[src/rtl/uart_pkg.sv]
// Shared UART definitions: default frame width and receive-entry layout.
package uart_pkg;

  localparam int unsigned UART_WIDTH = 8;

  // Error flag sits just above the data field in a stored frame entry.
  localparam int unsigned ERR_BIT = UART_WIDTH;

  function automatic int unsigned err_bit(input int unsigned width);
    return width;
  endfunction

endpackage

[src/rtl/uart_rx_fifo_if.sv]
// Host-side valid/ready bus of the receive FIFO.
interface uart_rx_fifo_if
  import uart_pkg::*;
#(
  parameter int unsigned WIDTH = UART_WIDTH
);

  logic             out_valid;
  logic             out_ready;
  logic [WIDTH-1:0] out_data;
  logic             out_err;

  modport master (
    output out_valid,
    output out_data,
    output out_err,
    input  out_ready
  );

  modport slave (
    input  out_valid,
    input  out_data,
    input  out_err,
    output out_ready
  );

endinterface

[src/rtl/uart_sync_fifo.sv]
// Generic first-word-fall-through FIFO; the caller must not push while full
// unless it pops in the same cycle.
module uart_sync_fifo #(
  parameter  int unsigned DW    = 9,
  parameter  int unsigned DEPTH = 16,
  localparam int unsigned AW    = $clog2(DEPTH)
) (
  input  logic          clk,
  input  logic          rst_n,
  input  logic          push,
  input  logic          pop,
  input  logic [DW-1:0] din,
  output logic [DW-1:0] dout,
  output logic [AW:0]   count,
  output logic          full,
  output logic          empty
);

  logic [DW-1:0] mem_q [DEPTH];
  logic [AW-1:0] wr_ptr_q, wr_ptr_d;
  logic [AW-1:0] rd_ptr_q, rd_ptr_d;
  logic [AW:0]   count_q, count_d;
  logic          do_pop;

  assign do_pop = pop & ~empty;

  // Pointer and occupancy next-state; pointers wrap naturally at DEPTH.
  always_comb begin
    wr_ptr_d = wr_ptr_q;
    rd_ptr_d = rd_ptr_q;
    count_d  = count_q;
    if (push)   wr_ptr_d = wr_ptr_q + AW'(1);
    if (do_pop) rd_ptr_d = rd_ptr_q + AW'(1);
    case ({push, do_pop})
      2'b10:   count_d = count_q + (AW+1)'(1);
      2'b01:   count_d = count_q - (AW+1)'(1);
      default: count_d = count_q;
    endcase
  end

  // Pointer and occupancy registers.
  always_ff @(posedge clk or negedge rst_n) begin
    if (!rst_n) begin
      wr_ptr_q <= '0;
      rd_ptr_q <= '0;
      count_q  <= '0;
    end else begin
      wr_ptr_q <= wr_ptr_d;
      rd_ptr_q <= rd_ptr_d;
      count_q  <= count_d;
    end
  end

  // Storage array; contents are intentionally not reset.
  always_ff @(posedge clk) begin
    if (push) mem_q[wr_ptr_q] <= din;
  end

  // When full with push and pop together, wr_ptr == rd_ptr: the head is read
  // combinationally this cycle and overwritten on the same edge.
  assign dout  = mem_q[rd_ptr_q];
  assign count = count_q;
  assign empty = (count_q == '0);
  assign full  = (count_q == (AW+1)'(DEPTH));

endmodule

[src/rtl/uart_rx_fifo.sv]
// Receive buffer behind the UART receiver: captures one {error, data} entry
// per frame on the falling edge of rx_ready and queues it for the host.
module uart_rx_fifo
  import uart_pkg::*;
#(
  parameter int unsigned WIDTH  = UART_WIDTH,
  parameter int unsigned DEPTH  = 16,
  parameter int unsigned ADDR_W = $clog2(DEPTH)
) (
  input  logic              rx_clk,
  input  logic              rx_reset,
  input  logic              rx_ready,
  input  logic              rx_error,
  input  logic [WIDTH-1:0]  rx_data,
  uart_rx_fifo_if.master    host,
  output logic [ADDR_W:0]   count,
  output logic              full,
  output logic              overflow,
  input  logic              ovf_clr
);

  localparam int unsigned EW     = WIDTH + 1;
  localparam int unsigned ERR_IX = err_bit(WIDTH);

  logic          rdy_q;
  logic          ovf_q, ovf_d;
  logic          push_ev, pop, accept, drop, empty;
  logic [EW-1:0] entry_in, entry_out;

  // Delayed rx_ready; the cycle after its fall is the only one where the
  // receiver's data and stop-bit error are both final.
  always_ff @(posedge rx_clk or negedge rx_reset) begin
    if (!rx_reset) rdy_q <= 1'b0;
    else           rdy_q <= rx_ready;
  end

  assign push_ev = rdy_q & ~rx_ready;
  assign pop     = host.out_valid & host.out_ready;
  assign accept  = push_ev & (~full | pop);
  assign drop    = push_ev & full & ~pop;

  // Sticky overflow: a dropped frame wins over a clear in the same cycle.
  always_comb begin
    ovf_d = ovf_q;
    if (drop)         ovf_d = 1'b1;
    else if (ovf_clr) ovf_d = 1'b0;
  end

  // Overflow register.
  always_ff @(posedge rx_clk or negedge rx_reset) begin
    if (!rx_reset) ovf_q <= 1'b0;
    else           ovf_q <= ovf_d;
  end

  assign entry_in = {rx_error, rx_data};

  uart_sync_fifo #(
    .DW    (EW),
    .DEPTH (DEPTH)
  ) u_fifo (
    .clk   (rx_clk),
    .rst_n (rx_reset),
    .push  (accept),
    .pop   (pop),
    .din   (entry_in),
    .dout  (entry_out),
    .count (count),
    .full  (full),
    .empty (empty)
  );

  assign host.out_valid = ~empty;
  assign host.out_data  = entry_out[WIDTH-1:0];
  assign host.out_err   = entry_out[ERR_IX];
  assign overflow       = ovf_q;

endmodule

[src/flat_wrapper.sv]
// flat-port wrapper written by rule: the top's interface ports become plain ports
module uart_rx_fifo_flat import uart_pkg::*;
#(
  parameter int unsigned WIDTH  = UART_WIDTH,
  parameter int unsigned DEPTH  = 16,
  parameter int unsigned ADDR_W = $clog2(DEPTH)
)
  (rx_clk, rx_reset, rx_ready, rx_error, rx_data, count, full, overflow, ovf_clr, host_out_valid, host_out_data, host_out_err, host_out_ready);
  uart_rx_fifo_if #(.WIDTH(WIDTH)) host_i ();
  input  logic rx_clk;
  input  logic rx_reset;
  input  logic rx_ready;
  input  logic rx_error;
  input  logic [WIDTH-1:0] rx_data;
  output logic [ADDR_W:0] count;
  output logic full;
  output logic overflow;
  input  logic ovf_clr;
  output wire logic [$bits(host_i.out_valid)-1:0] host_out_valid;
  output wire logic [$bits(host_i.out_data)-1:0] host_out_data;
  output wire logic [$bits(host_i.out_err)-1:0] host_out_err;
  input wire logic [$bits(host_i.out_ready)-1:0] host_out_ready;
  assign host_out_valid = host_i.out_valid;
  assign host_out_data = host_i.out_data;
  assign host_out_err = host_i.out_err;
  assign host_i.out_ready = host_out_ready;
  uart_rx_fifo #(.WIDTH(WIDTH), .DEPTH(DEPTH), .ADDR_W(ADDR_W)) u_core (.rx_clk(rx_clk), .rx_reset(rx_reset), .rx_ready(rx_ready), .rx_error(rx_error), .rx_data(rx_data), .host(host_i), .count(count), .full(full), .overflow(overflow), .ovf_clr(ovf_clr));
endmodule
[config.mk]
export PLATFORM = sky130hd
export DESIGN_NAME = uart_rx_fifo_flat
export DESIGN_NICKNAME = d
export VERILOG_FILES = /design/src/rtl/uart_pkg.sv /design/src/rtl/uart_rx_fifo_if.sv /design/src/rtl/uart_sync_fifo.sv /design/src/rtl/uart_rx_fifo.sv /design/src/flat_wrapper.sv
export SDC_FILE = /design/constraint.sdc
export NUM_CORES = 1
export LEC_CHECK = 0
export ABC_CLOCK_PERIOD_IN_PS = 2800
export CORE_ASPECT_RATIO = 1.5
export CORE_MARGIN = 5
export CORE_UTILIZATION = 54
export CTS_CLUSTER_DIAMETER = 30
export DETAILED_ROUTE_END_ITERATION = 12
export PLACE_DENSITY = 0.84
export SYNTH_ARGS = -nofsm -noshare
export SYNTH_HDL_FRONTEND = slang
export SYNTH_SLANG_ARGS = --single-unit
[constraint.sdc]
create_clock -name rx_clk -period 2.8 [get_ports rx_clk]
set_clock_uncertainty 0.15 [all_clocks]
set_input_delay 0.56 -clock rx_clk [delete_from_list [all_inputs] [get_ports rx_clk]]
set_output_delay 0.56 -clock rx_clk [all_outputs]
set_load 0.01 [all_outputs]
==> flow_summary.yaml <==
status:
  status: "finished with violations"
  violated_checks: "setup timing"
sta:
  timing_hold_violations_final: 0
  final_period_demand_of_the_worst_path_ns: 2.90
  tightest_slew_margin_relative_to_the_limit_pct: 54.8
  timing_worst_slew_pin_value_ns: 0.676
  finalSetupViolations: 7
  finalMaxSlewViolations: 0
  layout_setup_ws_ns: -0.0971
  grt_setup_unrepaired: "true"
  final_min_period_over_clock_period_pct: 103
  totalNegativeSetupSlack_ns: -0.265
  fmax_mhz: 345
logic_synthesis:
  syn-instance-count: 333
  ys_top_cells_by_area: "sky130_fd_sc_hd__edfxtp_1 (67%), sky130_fd_sc_hd__mux4_2 (13%), sky130_fd_sc_hd__dfrtp_1 (5.8%)"
  ys.warnings.count: 0
  ys_seq_area_share_pct: 73.0
  synth_area_sq_mm: 0.00644
  yosys_most_used_dff: "sky130_fd_sc_hd__edfxtp_1"
  synth_top_cell_by_area: "sky130_fd_sc_hd__edfxtp_1"
  number_of_flops_mapped_to_enable_cells_by_yosys: 144
  avgSynthCellArea_sq_um: 19.3
  ys_async_sr_fraction_pct: 9.43
  syn_nets: 356
  synth.distinct_cells: 36
  synth.top_cell.area_share_pct: 67.1
  ys_ff_latch: 159
route:
  detailroute.via_count: 3517
  drt_iter0_markers: 290
  drc_errors: 0
  route.detailed.vias_per_inst: 5.99
  firstDrtPassIters: 5
  ant_nets: 0
  routedWlPerCell_um: 23.7
  drt_wl_total_um: 13900
finish:
  final_design_area_no_fill_sq_mm: 0.00809
  finalCoreUtilization_pct: 68.4
  drive_gt1_share_pct: 37.3
  num-fill-cells: 696
  fin_nets: 445
  diodes: 0
  layout-area-overhead-vs-synth_pct: 25.7
worst_setup_path:
  path_max_fanout: 5
  cp_data_arrival_time_ns: 2.19
  crit_path_end_kind: "output port"
  critical_path.startpoint_type: "flip-flop"
  timing.setup.critical_path_class: "reg -> out"
  cp_data_required_time_ns: 2.09
grt:
  grt_pass1_vias: 3743
  grt_start_max_net_pins: 36
  groute.usage.overall_pct: 20.5
  grt_remaining_overflow: 0
  grt_first_pass_wirelength_um: 21300
  grt_antenna_before_repair: 0
power:
  leakage_nw: 2.78
  power_density_mw_per_mm2: 994
  comb_power_share_pct: 36.7
  power_switching_share_pct: 31.5
  sequentialPowerShare_pct: 37.4
  power.ir.vdd_worst_mv: 0.622
  p_int_w: 0.00551
  total_design_power_w: 0.00804
  share_clk_of_total_power_pct: 25.9
  net-switching-power_w: 0.00253
floorplan:
  fp-row-count: 49
  fp.coreArea_sq_mm: 0.0118
  ios: 31
  start_util_pct: 54.4
  dieWidth_um: 99.2
  total_die_area_sq_mm: 0.0143
  die_y_um: 144
clock_tree:
  clock_slew_at_reported_path_ffs_ns: 0.06
  max_h_tree_level: 4
  cts_buffers: 17
  cts-hold-fix-buffers: 0
  max-clock-path-buffers: 2
  clock_sink_count: 159
  root_buffer: "sky130_fd_sc_hd__clkbuf_16"
  skew_pair_late_insertion_delay_ns: 0.42
  tritoncts: "yes"
hold_path:
  min-delay-path-class: "in -> async"
placed_design:
  routability_cong: 0.853
  placed_cell_area_sq_mm: 0.00731
  placement.setup.worst_slack_ns: -0.237
  hpwlAfterDp_um: 8450
  port-buffer-count: 30
job:
  maxCapViolations: 0
-- critical path: stages, from the launching register on --
cell	delay, ns
sky130_fd_sc_hd__dfrtp_2	0.46
sky130_fd_sc_hd__buf_12	0.15
sky130_fd_sc_hd__buf_4	0.14
sky130_fd_sc_hd__mux4_2	0.55
sky130_fd_sc_hd__a22oi_1	0.21
sky130_fd_sc_hd__nand2_1	0.11
sky130_fd_sc_hd__buf_2	0.16
-- cell usage after synthesis (5+ instances only) --
cell type                    n
sky130_fd_sc_hd__a22oi_1    18
sky130_fd_sc_hd__and2_1     10
sky130_fd_sc_hd__buf_2       7
sky130_fd_sc_hd__clkbuf_1    5
sky130_fd_sc_hd__dfrtp_1    15
sky130_fd_sc_hd__edfxtp_1  144
sky130_fd_sc_hd__ha_1        9
sky130_fd_sc_hd__inv_1       9
sky130_fd_sc_hd__mux4_2     36
sky130_fd_sc_hd__nand2_1    15
sky130_fd_sc_hd__nor2_1      8
sky130_fd_sc_hd__xnor2_1     7
-- cells in the final DEF, fill, tap and decap left out, types with 3 or more instances in the layout --
cell type                           n
sky130_fd_sc_hd__and2_1            10
sky130_fd_sc_hd__xnor2_1            7
sky130_fd_sc_hd__nand2b_1           4
sky130_fd_sc_hd__clkdlybuf4s50_1   21
sky130_fd_sc_hd__nand3_1            4
sky130_fd_sc_hd__nor2_1             8
sky130_fd_sc_hd__a22oi_1            4
sky130_fd_sc_hd__nand2_1           15
sky130_fd_sc_hd__buf_12            10
sky130_fd_sc_hd__buf_4             38
sky130_fd_sc_hd__clkinvlp_4         5
sky130_fd_sc_hd__buf_6              5
sky130_fd_sc_hd__clkbuf_16         18
sky130_fd_sc_hd__o21ai_0            4
sky130_fd_sc_hd__clkinv_4           3
sky130_fd_sc_hd__ha_1               7
sky130_fd_sc_hd__xor2_1             4
sky130_fd_sc_hd__edfxtp_1         144
sky130_fd_sc_hd__dfrtp_1           14
sky130_fd_sc_hd__inv_1              9
sky130_fd_sc_hd__inv_6              5
sky130_fd_sc_hd__a21oi_1            3
sky130_fd_sc_hd__a22oi_2           14
sky130_fd_sc_hd__nor4_2             4
sky130_fd_sc_hd__buf_2              8
sky130_fd_sc_hd__mux4_2            36
-- power by group through the flow --
stage	sequential (W)	clock, W	combinational [W]
final	0.00301	0.00208	0.00295
after global routing	0.00303	0.00223	0.00316
after CTS	0.00300	0.00210	0.00287
after detailed placement	0.00304	0	0.00257
after global placement	0.00302	0	0.00249
after floorplan	0.00296	0	0.00160
-- worst paths after layout --
path / start / endpoint / slack, ns / cells past startpoint
min: rx_reset / u_core.u_fifo.count[2] / 0.40 / 1
min in group rx_clk: u_core.overflow / u_core.overflow / 0.40 / 2
max reg2reg: u_core.u_fifo.count[2] / u_core.u_fifo.count[4] / 0.25 / 10
max in group asynchronous: rx_reset / u_core.u_fifo.rd_ptr_q[0] / 1.62 / 1
max: u_core.u_fifo.rd_ptr_q[0] / host_out_data[6] / -0.1 / 6
min reg2reg: u_core.overflow / u_core.overflow / 0.40 / 2
-- final cells by class --
type	instances	area (sq um)	area share, %
clock inverter	14	111	1.38
timing repair buffer	87	902	11.1
inverter	10	40.0	0.495
sequential	159	4700	58.1
multi-input combinational	147	1720	21.3
tap	153	191	2.37
clock buffer	17	425	5.26
-- logic make-up (layout without fill, tap and decap cells) --
| logic type | after synthesis | count (layout) | synth area share (%) |
|---|---|---|---|
| adders and majority gates | 9 | 9 | 1.75 |
| DFF | 159 | 159 | 73.0 |
| buffers and inverters | 27 | 128 | 2.04 |
| AOI/OAI and AO/OA | 32 | 32 | 3.63 |
| and+or+nand+nor | 55 | 55 | 4.88 |
| muxes | 40 | 40 | 13.2 |
| xor gates and xnor gates | 11 | 11 | 1.50 |
-- state kept, by name, summed over array words and instances, names as in the netlist --
name                    cells
u_core.u_fifo.mem_q       144
u_core.u_fifo.count         5
u_core.rdy_q                1
u_core.overflow             1
u_core.u_fifo.rd_ptr_q      4
u_core.u_fifo.wr_ptr_q      4
-- metal layers --
layer / part of all wire, % / track usage, % / vias up
met3: 4.7 / 4.42 / 23
met1: 36 / 24.1 / 1844
met5: 0 / 0 / -
met4: 2.2 / 7.77 / 0
met2: 57 / 36.7 / 130
li1: - / - / 1520
-- per-stage QoR --
stage / std cells / hold WS [ns]
6_report: 587 / 0.402
5_1_grt: 587 / 0.446
2_1_floorplan: 333 / 0.114
3_5_place_dp: 542 / 0.385
4_1_cts: 583 / 0.397
3_3_place_gp: 542 / 0.375
-- what timing repair did --
action	CTS	global route
endpoints found under the setup margin	9	10
gates cloned	2	1
pin swaps	16	4
resized for setup	63	5
setup buffers	8	4
Power figures use the tool's default switching activity.
